## src/rtl/fetch_pkg.sv

```systemverilog
// Shared types and constants for the instruction fetch stage.
package fetch_pkg;

  localparam int XLEN = 32;
  localparam logic [XLEN-1:0] INSTR_ALIGN_MASK = 32'hFFFF_FFFC;

  typedef enum logic [1:0] {
    BOOT,
    FETCH,
    DRAIN
  } fetch_state_e;

  typedef struct packed {
    logic [XLEN-1:0] pc;
    logic [XLEN-1:0] instr;
  } fetch_entry_t;

  function automatic logic [XLEN-1:0] align_pc(input logic [XLEN-1:0] pc);
    return pc & INSTR_ALIGN_MASK;
  endfunction

endpackage

```

## src/rtl/fetch_fifo.sv

```systemverilog
// Small synchronous FIFO with flush; element type is a parameter so the same
// block buffers fetched entries and tracks in-flight request addresses.
module fetch_fifo
  import fetch_pkg::*;
#(
  parameter int  DEPTH = 2,
  parameter type T     = fetch_entry_t
) (
  input  logic                         clk,
  input  logic                         rst_n,
  input  logic                         push,
  input  T                             push_data,
  input  logic                         pop,
  input  logic                         flush,
  output T                             head,
  output logic [$clog2(DEPTH+1)-1:0]   count
);

  localparam int PTR_W = (DEPTH > 1) ? $clog2(DEPTH) : 1;
  localparam int CNT_W = $clog2(DEPTH + 1);
  localparam logic [CNT_W-1:0] FULL = CNT_W'(DEPTH);

  T                 mem_q [DEPTH];
  T                 mem_d [DEPTH];
  logic [PTR_W-1:0] wr_ptr_q, wr_ptr_d;
  logic [PTR_W-1:0] rd_ptr_q, rd_ptr_d;
  logic [CNT_W-1:0] count_q, count_d;
  logic             push_en, pop_en;

  function automatic logic [PTR_W-1:0] ptr_inc(input logic [PTR_W-1:0] p);
    return (p == PTR_W'(DEPTH - 1)) ? '0 : p + PTR_W'(1);
  endfunction

  always_comb begin
    pop_en   = pop && (count_q != '0);
    // a full FIFO can still accept when the head leaves in the same cycle
    push_en  = push && ((count_q != FULL) || pop_en);
    wr_ptr_d = wr_ptr_q;
    rd_ptr_d = rd_ptr_q;
    count_d  = count_q;
    mem_d    = mem_q;
    if (flush) begin
      wr_ptr_d = '0;
      rd_ptr_d = '0;
      count_d  = '0;
    end else begin
      if (push_en) begin
        mem_d[wr_ptr_q] = push_data;
        wr_ptr_d        = ptr_inc(wr_ptr_q);
      end
      if (pop_en) rd_ptr_d = ptr_inc(rd_ptr_q);
      if (push_en && !pop_en)      count_d = count_q + CNT_W'(1);
      else if (!push_en && pop_en) count_d = count_q - CNT_W'(1);
    end
  end

  always_ff @(posedge clk or negedge rst_n) begin
    if (!rst_n) begin
      wr_ptr_q <= '0;
      rd_ptr_q <= '0;
      count_q  <= '0;
    end else begin
      wr_ptr_q <= wr_ptr_d;
      rd_ptr_q <= rd_ptr_d;
      count_q  <= count_d;
    end
  end

  always_ff @(posedge clk) begin
    mem_q <= mem_d;
  end

  assign head  = mem_q[rd_ptr_q];
  assign count = count_q;

endmodule

```

## src/rtl/fetch_unit.sv

```systemverilog
// Instruction fetch stage: credit-limited imem requests, in-order response
// buffering, redirect flush/drain. Define FETCH_PERF_EN for perf counters.
module fetch_unit
  import fetch_pkg::*;
#(
  parameter logic [31:0] RESET_PC   = 32'h0000_0000,
  parameter int          FIFO_DEPTH = 2
) (
  input  logic            clk,
  input  logic            reset,
  output logic            imem_req_valid,
  input  logic            imem_req_ready,
  output logic [XLEN-1:0] imem_req_addr,
  input  logic            imem_rsp_valid,
  input  logic [XLEN-1:0] imem_rsp_data,
  input  logic            redirect_valid,
  input  logic [XLEN-1:0] redirect_pc,
  output logic            instr_valid,
  input  logic            instr_ready,
  output logic [XLEN-1:0] instr_data,
  output logic [XLEN-1:0] instr_pc
`ifdef FETCH_PERF_EN
  ,
  output logic [31:0]     perf_fetched,
  output logic [31:0]     perf_flushed
`endif
);

  localparam int CNT_W = $clog2(FIFO_DEPTH + 1);
  localparam int SUM_W = CNT_W + 1;

  fetch_state_e    state_q, state_d;
  logic [XLEN-1:0] fetch_pc_q, fetch_pc_d;
  logic [CNT_W-1:0] discard_q, discard_d;
  logic [CNT_W-1:0] fifo_count, pcq_count, outstanding;
  fetch_entry_t    fifo_head, fifo_push_entry;
  logic [XLEN-1:0] pcq_head;
  logic            redirect_en, rsp_en, req_fire, fifo_push, fifo_pop, credit_ok;

  always_comb begin
    redirect_en     = redirect_valid && (state_q != BOOT);
    // in-flight requests are either still tracked by address or marked stale
    outstanding     = pcq_count + discard_q;
    rsp_en          = imem_rsp_valid && (outstanding != '0);
    credit_ok       = ({1'b0, outstanding} + {1'b0, fifo_count}) < SUM_W'(FIFO_DEPTH);
    imem_req_valid  = (state_q == FETCH) && credit_ok && !redirect_valid;
    req_fire        = imem_req_valid && imem_req_ready;
    fifo_push       = (state_q == FETCH) && rsp_en && !redirect_en;
    fifo_pop        = instr_valid && instr_ready && !redirect_en;
    fifo_push_entry = '{pc: pcq_head, instr: imem_rsp_data};

    state_d    = state_q;
    fetch_pc_d = fetch_pc_q;
    discard_d  = discard_q;
    case (state_q)
      BOOT: state_d = FETCH;
      FETCH, DRAIN: begin
        if (redirect_en) begin
          fetch_pc_d = align_pc(redirect_pc);
          discard_d  = outstanding - CNT_W'(rsp_en);
          state_d    = (discard_d != '0) ? DRAIN : FETCH;
        end else if (state_q == FETCH) begin
          if (req_fire) fetch_pc_d = fetch_pc_q + XLEN'(4);
        end else if (rsp_en) begin
          discard_d = discard_q - CNT_W'(1);
          if (discard_d == '0) state_d = FETCH;
        end
      end
      default: state_d = BOOT;
    endcase
  end

  always_ff @(posedge clk or negedge reset) begin
    if (!reset) begin
      state_q    <= BOOT;
      fetch_pc_q <= RESET_PC;
      discard_q  <= '0;
    end else begin
      state_q    <= state_d;
      fetch_pc_q <= fetch_pc_d;
      discard_q  <= discard_d;
    end
  end

  fetch_fifo #(.DEPTH(FIFO_DEPTH), .T(fetch_entry_t)) u_instr_fifo (
    .clk       (clk),
    .rst_n     (reset),
    .push      (fifo_push),
    .push_data (fifo_push_entry),
    .pop       (fifo_pop),
    .flush     (redirect_en),
    .head      (fifo_head),
    .count     (fifo_count)
  );

  // addresses of live requests, popped as their responses are buffered
  fetch_fifo #(.DEPTH(FIFO_DEPTH), .T(logic [XLEN-1:0])) u_pc_queue (
    .clk       (clk),
    .rst_n     (reset),
    .push      (req_fire),
    .push_data (fetch_pc_q),
    .pop       (fifo_push),
    .flush     (redirect_en),
    .head      (pcq_head),
    .count     (pcq_count)
  );

  assign imem_req_addr = fetch_pc_q;
  assign instr_valid   = (fifo_count != '0);
  assign instr_data    = instr_valid ? fifo_head.instr : '0;
  assign instr_pc      = instr_valid ? fifo_head.pc : '0;

  rsp_has_owner: assert property (@(posedge clk) disable iff (!reset)
    imem_rsp_valid |-> (outstanding != '0));

`ifdef FETCH_PERF_EN
  logic [31:0] perf_fetched_q, perf_fetched_d;
  logic [31:0] perf_flushed_q, perf_flushed_d;

  always_comb begin
    perf_fetched_d = perf_fetched_q + 32'(fifo_pop);
    perf_flushed_d = perf_flushed_q;
    if (redirect_en)
      perf_flushed_d = perf_flushed_q + 32'(fifo_count) + 32'(rsp_en);
    else if ((state_q == DRAIN) && rsp_en)
      perf_flushed_d = perf_flushed_q + 32'd1;
  end

  always_ff @(posedge clk or negedge reset) begin
    if (!reset) begin
      perf_fetched_q <= '0;
      perf_flushed_q <= '0;
    end else begin
      perf_fetched_q <= perf_fetched_d;
      perf_flushed_q <= perf_flushed_d;
    end
  end

  assign perf_fetched = perf_fetched_q;
  assign perf_flushed = perf_flushed_q;
`endif

endmodule

```

## config.mk

```make
export PLATFORM = sky130hd
export DESIGN_NAME = fetch_unit
export DESIGN_NICKNAME = d
export VERILOG_FILES = /design/src/rtl/fetch_pkg.sv /design/src/rtl/fetch_fifo.sv /design/src/rtl/fetch_unit.sv
export SDC_FILE = /design/constraint.sdc
export NUM_CORES = 1
export LEC_CHECK = 0
export CAP_MARGIN = 15
export CORE_UTILIZATION = 57
export DETAILED_ROUTE_END_ITERATION = 8
export PLACE_DENSITY = 0.85
export SLEW_MARGIN = 20
export SYNTH_ARGS = -nofsm -noshare
export SYNTH_HDL_FRONTEND = slang
export SYNTH_SLANG_ARGS = --single-unit
export TNS_END_PERCENT = 5
```

## constraint.sdc

```tcl
create_clock -name clk -period 17.74 [get_ports clk]
set_input_delay 1.774 -clock clk [delete_from_list [all_inputs] [get_ports clk]]
set_output_delay 1.774 -clock clk [all_outputs]
set_load 0.02 [all_outputs]
```

==> results of run 1 <==
## sequential cells by signal, indices dropped and copies added, names as in the netlist
name                   cells
state_q                    2
u_instr_fifo.count         2
discard_q                  2
u_pc_queue.wr_ptr_q        1
u_instr_fifo.mem_q       124
u_pc_queue.mem_q          60
imem_req_addr             30
u_pc_queue.rd_ptr_q        1
u_instr_fifo.wr_ptr_q      1
u_pc_queue.count           2
u_instr_fifo.rd_ptr_q      1
## metrics by stage
step	power, mW	instances	hold WS, ns	utilization (%)	instance area (sq um)
global route	1.995	1074	0.5651	73.39	12080
detailed placement	1.459	1034	0.5203	68.98	11360
CTS	1.915	1074	0.5382	73.34	12080
floorplan	1.192	686	0.4993	-	9580
global placement	1.423	1034	0.5235	68.98	11360
finish	1.911	1074	0.5488	73.39	12080
## cell usage in the layout (no fill, tap or decap), types with 3 or more instances in the layout
cell               n
a2bb2oi_1         19
nand2_1           32
mux2i_1           63
buf_4             10
a32oi_1            3
dfrtp_1           41
nor3_2             3
a21oi_1           34
inv_1             12
conb_1             4
a211oi_1           4
edfxtp_1         184
ha_1               7
nor2_1            83
nand4_1           13
clkbuf_16         23
clkbuf_1           5
and2_1             4
nor3_1             3
and3_1             4
o22ai_1           16
clkdlybuf4s50_1  160
nand3_1           20
mux2_2            31
clkbuf_8           3
o21ai_0           23
clkinvlp_4         4
## per-layer routing
layer / up-vias / share of wire (%) / GRT usage (%) / wire, um
li1: 2886 / - / - / -
met1: 3027 / 41 / 29.55 / 8094
met2: 312 / 49 / 38.59 / 9703
met3: 55 / 7.6 / 4.552 / 1504
met4: 0 / 2.8 / 8.204 / 554
met5: - / 0 / 0 / 0
## logic make-up (layout without fill, tap and decap cells)
kind of cell	count (synthesis)	in the layout
buffers and inverters	55	223
DFF	226	226
and+or+nand+nor	177	177
AOI/OAI and AO/OA	117	117
adders and majority gates	8	8
other	1	4
muxes	95	95
xor gates and xnor gates	4	4
## power breakdown
group	leakage, nW	switching, mW	total, mW	internal (mW)
combinational	1.63	0.343	0.627	0.284
sequential	2.18	0.120	0.831	0.711
clock	0.340	0.188	0.454	0.266
## final timing paths
| path | start | endpoint | slack (ns) | depth (start not counted) |
|---|---|---|---|---|
| setup / recovery | redirect_valid | imem_req_valid | 12.65 | 3 |
| hold / removal | imem_req_addr[12]$_DFFE_PN0P_ | u_pc_queue.mem_q[12]$_DFFE_PP_ | 0.55 | 0 |
| hold reg to reg | imem_req_addr[12]$_DFFE_PN0P_ | u_pc_queue.mem_q[12]$_DFFE_PP_ | 0.55 | 0 |
| setup reg to reg | u_pc_queue.count[1]$_DFFE_PN0P_ | u_pc_queue.mem_q[34]$_DFFE_PP_ | 13.89 | 7 |
| max in group asynchronous | reset | u_instr_fifo.rd_ptr_q$_DFFE_PN0P_ | 15.60 | 1 |
| min in group asynchronous | reset | imem_req_addr[26]$_DFFE_PN0P_ | 1.42 | 1 |
## final cells by class
class                   instances  area [sq um]
inverters                      12         45.04
well taps                     220         275.3
clock inverters                 9         82.58
flip-flops and latches        226          6580
fillers                      1031          4382
clock buffers                  31         635.6
repair buffers                171          1682
multi-input cells             405          2784
==> run summary, run 1 <==
The routed wire length per instance came out at 18.49 um. The highest clock rate is 0.1965 GHz. The count of buffers from port buffering came out at 161. Summed over all nets, the half-perimeter wirelength after detailed placement is 12.67 mm.

In the synthesized netlist the dominant register cell turns out to be edfxtp_1. The largest fanout on the critical path is 5. The routed via count is 6280.

The worst supply voltage drop on vdd is 0.0001030 V. The number of top-level pins is 168. For this run, design rule violations remaining after detail routing come to 0. Summed over all layers, the global routing overflow is 0. The maximum number of pins on one net before global-route repair came out at 76. The post-place setup slack is 12.67 ns. The effective utilization at floorplan came out at 58.12%. The count of endpoints failing hold in the final timing report is 0. The first detailed-routing pass ran for 5 iterations. The synthesis-stage register bit count came out at 226. The cell that appears most often on the critical path is clkdlybuf4s50_1. The total of hold buffers inserted after clock tree synthesis is 0. The run finished with clean final reports. The count of standard-cell rows came out at 47. The global-route wire length before repair is 31.50 mm. The commonest cells after synthesis are edfxtp_1, nor2_1, mux2i_1. The worst hold path belongs to the class flop to flop. The transition time at the pin with the least slew margin is 1.109 ns. For this run, the total global-route usage over all layers was measured as 22.90%. The worst path needs 5.090 ns of the cycle, external delays included.

The die covers 17310 sq um. In this run the deepest clock path goes through 3 buffers. For this design the ratio of total power to cell area is 158.2 nW/um^2. The TritonCTS clock tree is built. The y dimension of the die came out at 131.6 um. The endpoint arrival time on the critical path came out at 3.32 ns. The simple-gate portion of the synthesized area came out at 8.525%. Setup repair after global routing left no endpoint under its margin. By area the synthesized netlist is led by edfxtp_1, dfrtp_1, mux2i_1, mux2_2, nor2_1. The worst endpoint required time is 15.97 ns. The adder-cell share of the synthesized area is 1.124%.

The count of inserted antenna diode cells came out at 0. Among all stages on the critical path, the largest delay is contributed by clkdlybuf4s50_1. The die width is 131.6 um. The tightest slew margin relative to the limit came out at 26.10%. The cell count after synthesis is 683. The leakage power of the design came out at 4.145 nW. On the final layout, the worst clock skew is 0.01958 ns. The fraction of synthesized cell area in xor and xnor cells is 0.5361%. The portion of netlist area occupied by mux cells is 10.39%. The critical path's top delay family is buffers and inverters. Counting the buffers created by CTS gives 23. The share of the cycle needed by the critical path after routing came out at 28.69%. In this design, the stage delay of the slowest critical-path cell is 0.68 ns. The cell with the most instances after synthesis is edfxtp_1.

The clock sink count is 226. The top-area cell type share of the netlist area came out at 57.74%. The aggregate routed wire length is 19.86 mm.

The final worst-path setup slack came out at 12.65 ns. The final net count is 917. The number of DRC markers in iteration 0 is 459.

In this run the number of H-tree levels came out at 1. Relative to the synthesized area, the layout overhead comes to 26.28%. The initial antenna violation count came to 0. The number of routed nets with antenna violations came out at 0.

Yosys printed 0 warnings. The cell area after synthesis came out at 9569 sq um. The complex-gate fraction of the synthesized area came out at 8.054%. In the final layout, the share of cells above drive strength 1 is 10.77%.

The buffers plus inverters on the worst setup path came out at 2. The count of endpoints failing setup in the final report came out at 0. After synthesis, the mean cell area works out to 14.01 sq um. The routability-driven placement congestion ratio is 0.8602.

Across the run, the number of max-cap violations was 0. The post-detailed-route via-to-cell ratio is 5.847. Walking the worst path, the cells encountered are clkdlybuf4s50_1 > nor4b_2 > clkdlybuf4s50_1.

The post-cts gate resize count is 0. Of all cell types, the one taking the most synthesized area is edfxtp_1. The worst setup path is captured at a primary output. The largest family of logic cells by synthesized area is multiplexers.

The sequential area share after synthesis came out at 68.72%. STA classifies the critical path startpoint as an input pin. The worst setup path is of the input pin to primary output kind. The core region is 16470 sq um. The share of flip-flops with an asynchronous set or reset is 18.58%. The insertion delay to the later sink of the worst-skew pair came out at 0.51 ns.

The total negative setup slack came out at 0 ns. Counting flops with a built-in enable in the synthesized netlist gives 184. The post-CTS setup buffer count came out at 0.

The clock transition time at the flip-flop clock pins of the worst setup and hold paths is 0.06 ns. The total count of max-transition violations in the final report came out at 0. The number of different library cells used by synthesis comes to 53. The via count of the first global-routing pass is 6090. The root buffer cell chosen for the clock tree is clkbuf_16.
Power figures use the tool's default switching activity.
==> run 2, diff against run 1 <==
Settings changed: CORE_UTILIZATION 57 to 53, PLACE_DENSITY 0.85 to 0.8.
Clock period 17.74 ns to 5.3 ns, I/O delays scaled along.
==> run summary, run 2 (same netlist as run 1, synthesis figures left out) <==
The share of the cycle needed by the critical path after routing is 72.76%. The largest stage delay on the critical path came to 0.65 ns (was 0.68 ns). The die outline area came to 18600 sq um (was 17310 sq um). The switching power came to 2.169 mW (was 0.6509 mW).

The max-capacitance violation count came out at 0 (unchanged). The maximum clock insertion buffer count is 3 (unchanged). The number of top-level pins is 168 (unchanged). The critical path's slowest cell was nor2b_2 (was clkdlybuf4s50_1). The total of hold buffers inserted after clock tree synthesis is 0 (unchanged). The leakage power of the design is 4.168 nW (was 4.145 nW). The number of instances in the placed design came out at 1039 (was 1034). The initial antenna violation count is 0 (unchanged). The via count of the first global-routing pass was 6069 (was 6090).

The effective utilization at floorplan came out at 54.75% (was 58.12%). The total negative setup slack came out at 0 ns (unchanged). The post-DP HPWL is 13.22 mm (was 12.67 mm). The largest register by flop count is u_instr_fifo.mem_q (unchanged).

The share of final-layout standard cells stronger than drive strength 1 is 10.88% (was 10.77%). The classification of the worst-slack hold path is input pin to asynchronous set/reset pin (was flop to flop). The endpoint arrival time on the critical path came out at 4.03 ns (was 3.32 ns). The number of iterations in the first detailed-routing pass came out at 5 (unchanged). The internal power of the cells was 4.264 mW (was 1.260 mW). The most common library cell in the layout ignoring fill and taps was edfxtp_1 (unchanged). The routability-driven placement congestion ratio came out at 0.8594 (was 0.8602). The number of design rule violations left after detail routing came out at 0 (unchanged). The insertion delay to the later sink of the worst-skew pair was 0.49 ns (was 0.51 ns). The post-cts gate resize count is 0 (unchanged).

The worst supply voltage drop on vdd came out at 0.0003164 V (was 0.0001030 V). The number of fillers in the final layout came to 1159 (was 1031). The post-CTS setup buffer count came out at 0 (unchanged). The share of power burned in the clock network came out at 24.2% (was 23.7%). The area of the core region came out at 17480 sq um (was 16470 sq um). The type of the worst setup path is flop to flop (was input pin to primary output). Highest-count cells in the layout ignoring fill and taps: edfxtp_1, clkdlybuf4s50_1, nor2_1 (unchanged). The total count of max-transition violations in the final report came out at 0 (unchanged).

The count of non-filler cells in the finished layout came out at 1080 (was 1074). The y dimension of the die came out at 136.4 um (was 131.6 um). The count of standard-cell rows is 48 (was 47).

The kind of launch point of the worst setup path is a flop (was input pin). The aggregate routed wire length came out at 20.22 mm (was 19.86 mm). The cell at the root of the clock tree was clkbuf_16 (unchanged). The tightest slew margin relative to the limit was 23.90% (was 26.10%). The global-route wire length before repair was 31.45 mm (was 31.50 mm). RSZ-0062 raised after global routing: false (unchanged). The endpoint class of the critical path is a flop (was primary output). The total track usage is 22.06% (was 22.90%). The sequential share of power was 43.0% (was 43.5%). Outcome: completed (unchanged). The power density relative to cell area came out at 530.5 nW/um^2 (was 158.2 nW/um^2). The combinational fraction of design power came out at 32.8% (about the same). The count of buffers from port buffering is 161 (unchanged).

The remaining global-route overflow is 0 (unchanged). The count of endpoints failing hold in the final timing report came out at 0 (unchanged). The share of total power consumed by net switching is 33.72% (was 34.06%).

The clock transition time at the flip-flop clock pins of the worst setup and hold paths is 0.06 ns (about the same). The die width is 136.4 um (was 131.6 um). The count of inserted antenna diode cells is 0 (unchanged). The critical path's top delay family is simple AND/OR/NAND/NOR gates (was buffers and inverters). The highest clock rate came out at 0.2593 GHz. The largest fanout on the critical path came out at 18 (was 5). The routed wire length per instance is 18.72 um (was 18.49 um). The maximum number of pins on one net before global-route repair is 76 (unchanged). The number of buffers added by the clock tree synthesis step came to 23 (unchanged). The post-detailed-route via-to-cell ratio came out at 5.692 (was 5.847). The number of routed nets with antenna violations is 0 (unchanged).

The clock period minus final worst setup slack is 3.856 ns. The area added between synthesis and finish came out at 26.71% (was 26.28%). The buffers plus inverters on the worst setup path was 1 (was 2).

The clock sink count is 226 (unchanged). The final net count is 917 (unchanged). The count of endpoints failing setup in the final report is 0 (unchanged). The number of DRC markers in iteration 0 is 452 (was 459).

The setup skew after layout came out at 0.007380 ns (was 0.01958 ns). The worst endpoint required time came out at 5.47 ns (was 15.97 ns). The transition time at the pin with the least slew margin is 1.142 ns (was 1.109 ns). The flip-flop count of the largest register after layout is 124 (unchanged). The TritonCTS clock tree was built (unchanged). Ordered list of cells on the worst path: ha_1 > and2_1 > fa_1 > nor4b_2 > nand2_1 > a31oi_1 > nor2b_2 > buf_4 (was clkdlybuf4s50_1 > nor4b_2 > clkdlybuf4s50_1). The routed via count came out at 6147 (was 6280). The deepest level of the CTS H-tree came out at 1 (unchanged).
## run 2: power by group through the flow
| stage | Combinational, mW | Sequential, mW | Clock, mW |
|---|---|---|---|
| floorplan | 1.23 | 2.75 | 0 |
| global placement | 2.02 | 2.76 | 0 |
| detailed placement | 2.10 | 2.80 | 0 |
| CTS | 2.11 | 2.76 | 1.58 |
| global route | 2.28 | 2.81 | 1.65 |
| finish | 2.11 | 2.77 | 1.56 |
## run 2: cell type report
class,count,area (sq um),area share (%)
sequential,226,6580,54.27
multi-input combinational,405,2790,23.01
timing repair buffer,171,1684,13.89
clock buffer,34,676.9,5.582
tap,225,281.5,2.322
clock inverter,7,67.56,0.5572
inverter,12,45.04,0.3715
## run 2: final timing paths
path / endpoint / depth (start not counted) / slack (ns) / start
setup / recovery: u_pc_queue.mem_q[38]$_DFFE_PP_ / 8 / 1.44 / u_pc_queue.count[0]$_DFFE_PN0P_
min in group clk: u_pc_queue.rd_ptr_q$_DFFE_PN0P_ / 1 / 0.49 / u_pc_queue.rd_ptr_q$_DFFE_PN0P_
hold reg to reg: u_pc_queue.rd_ptr_q$_DFFE_PN0P_ / 1 / 0.49 / u_pc_queue.rd_ptr_q$_DFFE_PN0P_
hold / removal: imem_req_addr[28]$_DFFE_PN0P_ / 1 / 0.02 / reset
max in group asynchronous: u_instr_fifo.rd_ptr_q$_DFFE_PN0P_ / 1 / 4.84 / reset
setup reg to reg: u_pc_queue.mem_q[38]$_DFFE_PP_ / 8 / 1.44 / u_pc_queue.count[0]$_DFFE_PN0P_
## run 2: through the flow
step                      setup WS, ns  hold slack, ns  util (%)  cell area, sq um  power [mW]
after floorplan                 0.9865          0.2344         -              9585       3.985
after CTS                        1.428          0.2177     69.32             12120       6.461
after global placement           1.647          0.4724     65.06             11370       4.781
after detailed placement         1.470          0.4810     65.06             11370       4.894
after global routing             1.210         0.05979     69.38             12130       6.743
final                            1.444         0.02497     69.38             12130       6.433
## run 2: layer usage
layer / vias up / track usage [%] / wire (um)
met5: - / 0 / 0
met4: 0 / 6.235 / 295
met3: 26 / 4.996 / 1614
met2: 259 / 37.17 / 9946
met1: 2981 / 28.63 / 8359
li1: 2881 / - / -
==> run 3, diff against run 2 <==
Settings changed: CORE_UTILIZATION 53 to 48, PLACE_DENSITY 0.8 to 0.77.
Clock period 5.3 ns to 3.5 ns, I/O delays scaled along.
==> run summary, run 3 (same netlist as run 1, synthesis figures left out) <==
The endpoint arrival time on the critical path is 3.26 ns (was 4.03 ns). The highest clock rate came out at 0.3259 GHz (was 0.2593 GHz). The final worst-path setup slack came out at 0.4312 ns (was 1.444 ns). The clock period minus final worst setup slack was 3.069 ns (was 3.856 ns). The type of the worst setup path is flop to flop (unchanged). The total count of max-transition violations in the final report came out at 0 (unchanged). The remaining global-route overflow came out at 0 (unchanged). The max-capacitance violation count came to 0 (unchanged). Highest-count cells in the layout ignoring fill and taps: edfxtp_1, clkdlybuf4s50_1, nor2_1 (unchanged). The switching power is 3.248 mW (was 2.169 mW).

The insertion delay to the later sink of the worst-skew pair came out at 0.50 ns (was 0.49 ns). The TritonCTS clock tree is built (unchanged). The initial antenna violation count came to 0 (unchanged). The die width is 143.2 um (was 136.4 um).

The count of standard-cell rows came to 51 (was 48). The area added between synthesis and finish came out at 28.15% (was 26.71%). The worst-case register-to-register setup slack is 0.43 ns (was 1.44 ns).

The clock transition time at the flip-flop clock pins of the worst setup and hold paths came to 0.06 ns (about the same). The leakage power of the design is 4.223 nW (was 4.168 nW). The count of endpoints failing setup in the final report came out at 0 (unchanged). The worst supply voltage drop on vdd came to 0.0005467 V (was 0.0003164 V). The post-DP HPWL is 12.78 mm (was 13.22 mm). The count of inserted antenna diode cells was 0 (unchanged). The global-route wire length before repair is 30.93 mm (was 31.45 mm). The setup skew after layout is 0.009916 ns (was 0.007380 ns). The aggregate routed wire length is 20.30 mm (was 20.22 mm). The share of total power consumed by net switching came out at 33.32% (was 33.72%).

The internal power of the cells is 6.500 mW (was 4.264 mW). The effective utilization at floorplan is 49.01% (was 54.75%). The worst reg2reg path depth is 8 (unchanged).

The share of power burned in the clock network came out at 24.2% (about the same). The final net count came out at 925 (was 917). The number of fillers in the final layout was 1470 (was 1159). The routability-driven placement congestion ratio is 0.8889 (was 0.8594).

The design area came to 12260 sq um (was 12130 sq um). The classification of the worst-slack hold path is input pin to asynchronous set/reset pin (unchanged). The largest fanout on the critical path is 30 (was 18). The routed via count is 6213 (was 6147). The tightest slew margin relative to the limit came to 49.94% (was 23.90%). The count of non-filler cells in the finished layout came out at 1126 (was 1080). The most common library cell in the layout ignoring fill and taps was edfxtp_1 (unchanged). The count of endpoints failing hold in the final timing report is 0 (unchanged). The endpoint class of the critical path is a flop (unchanged). The share of the cycle needed by the critical path after routing is 87.68% (was 72.76%). RSZ-0062 raised after global routing: false (unchanged). The tightest hold margin came out at 0.3888 ns (was 0.02497 ns). The number of design rule violations left after detail routing is 0 (unchanged).

The routed wire length per instance is 18.03 um (was 18.72 um). The cell at the root of the clock tree was clkbuf_16 (unchanged). The post-detailed-route via-to-cell ratio is 5.518 (was 5.692).

The worst flop-to-flop path endpoint is u_pc_queue.mem_q[56]$_DFFE_PP_ (was u_pc_queue.mem_q[38]$_DFFE_PP_). The maximum clock insertion buffer count came out at 3 (unchanged). The number of iterations in the first detailed-routing pass is 6 (was 5). Outcome: completed (unchanged). The instance area at placement is 11520 sq um (was 11370 sq um). The y dimension of the die came out at 143.2 um (was 136.4 um). The power density relative to cell area is 794.9 nW/um^2 (was 530.5 nW/um^2). The largest register by flop count is u_instr_fifo.mem_q (unchanged). The number of routed nets with antenna violations came out at 0 (unchanged). The kind of launch point of the worst setup path is a flop (unchanged). The transition time at the pin with the least slew margin is 0.7509 ns (was 1.142 ns). The number of buffers added by the clock tree synthesis step came to 23 (unchanged).

The combinational fraction of design power came to 33.6% (was 32.8%). The area of the core region is 19530 sq um (was 17480 sq um). The worst endpoint required time is 3.69 ns (was 5.47 ns). The flip-flop count of the largest register after layout is 124 (unchanged). The number of DRC markers in iteration 0 came out at 465 (was 452). The deepest level of the CTS H-tree is 1 (unchanged).

The number of top-level pins was 168 (unchanged). The count of buffers from port buffering came to 161 (unchanged). The total negative setup slack came out at 0 ns (unchanged). The number of instances in the placed design is 1086 (was 1039). The post-place setup slack came to 0.4343 ns (was 1.470 ns). The die outline area was 20500 sq um (was 18600 sq um). The via count of the first global-routing pass is 5858 (was 6069). The worst reg2reg path startpoint is u_pc_queue.count[0]$_DFFE_PN0P_ (unchanged). The clock sink count came out at 226 (unchanged). The total track usage came out at 19.74% (was 22.06%). The maximum number of pins on one net before global-route repair is 76 (unchanged). The share of final-layout standard cells stronger than drive strength 1 came to 11.03% (was 10.88%).

The sequential share of power came out at 42.2% (was 43.0%).
run 3: changes by cell type in the layout (fill, tap and decap cells not counted), moves of 2 or more:
cell / delta
dfrtp_1: -2
buf_4: +3
buf_12: +4
clkinv_1: +3
dfrtp_2: +2
clkbuf_1: +2
bufinv_16: +2
clkbuf_8: -6
clkinvlp_4: -2
run 3: metal layers:
metal	GRT usage (%)	vias to the layer above	part of all wire [%]
li1	-	2903	-
met1	24.86	3037	41
met2	34.71	235	49
met3	3.286	38	6.8
met4	6.112	0	2.3
met5	0	-	0
run 3: power groups by stage:
| stage | clock network (mW) | registers [mW] | logic, mW |
|---|---|---|---|
| floorplan | 0 | 4.16 | 1.87 |
| global placement | 0 | 4.14 | 3.22 |
| detailed placement | 0 | 4.17 | 3.28 |
| CTS | 2.40 | 4.12 | 3.31 |
| global route | 2.50 | 4.19 | 3.53 |
| finish | 2.35 | 4.12 | 3.28 |
run 3: critical path: stages, from the launching register on:
cell and delay, ns:
dfrtp_2 0.45, ha_1 0.37, and2_1 0.20, fa_1 0.45, nor4b_2 0.31, nand2_1 0.17
a31oi_1 0.32, nor2b_2 0.25, buf_12 0.22
run 3: final cells by class:
cell class | instances | area, sq um | area share, %
clock buffer | 30 | 601.8 | 4.908
inverter | 12 | 45.04 | 0.3673
timing repair buffer | 179 | 1799 | 14.67
multi-input combinational | 405 | 2784 | 22.70
tap | 265 | 331.6 | 2.704
sequential | 226 | 6583 | 53.68
clock inverter | 9 | 118.9 | 0.9693
run 3: worst max path at each step:
stage,from,end,slack (ns),cells after the start
after floorplan,u_pc_queue.count[1]$_DFFE_PN0P_,u_pc_queue.mem_q[34]$_DFFE_PP_,-0.26,7
final,u_pc_queue.count[0]$_DFFE_PN0P_,u_pc_queue.mem_q[56]$_DFFE_PP_,0.43,8
after detailed placement,u_pc_queue.count[0]$_DFFE_PN0P_,u_pc_queue.mem_q[56]$_DFFE_PP_,0.43,8
after global routing,u_pc_queue.count[0]$_DFFE_PN0P_,u_pc_queue.mem_q[30]$_DFFE_PP_,0.26,8
after CTS,u_pc_queue.count[0]$_DFFE_PN0P_,imem_req_valid,0.08,6
after global placement,u_pc_queue.count[0]$_DFFE_PN0P_,u_pc_queue.mem_q[61]$_DFFE_PP_,0.50,8
run 3: timing repair:
| action | CTS | global route |
|---|---|---|
| setup endpoints to repair | 0 | 1 |
| resized for setup | 0 | 3 |
| hold buffers | 0 | 1 |
| buffers inserted | 0 | 0 |
| endpoints found under the hold margin | 0 | 42 |
run 3: through the flow:
step                utilization, %  power (mW)
finish                       62.80       9.748
global route                 62.80       10.22
CTS                          62.71       9.821
detailed placement           59.02       7.453
global placement             59.02       7.361
floorplan                        -       6.033
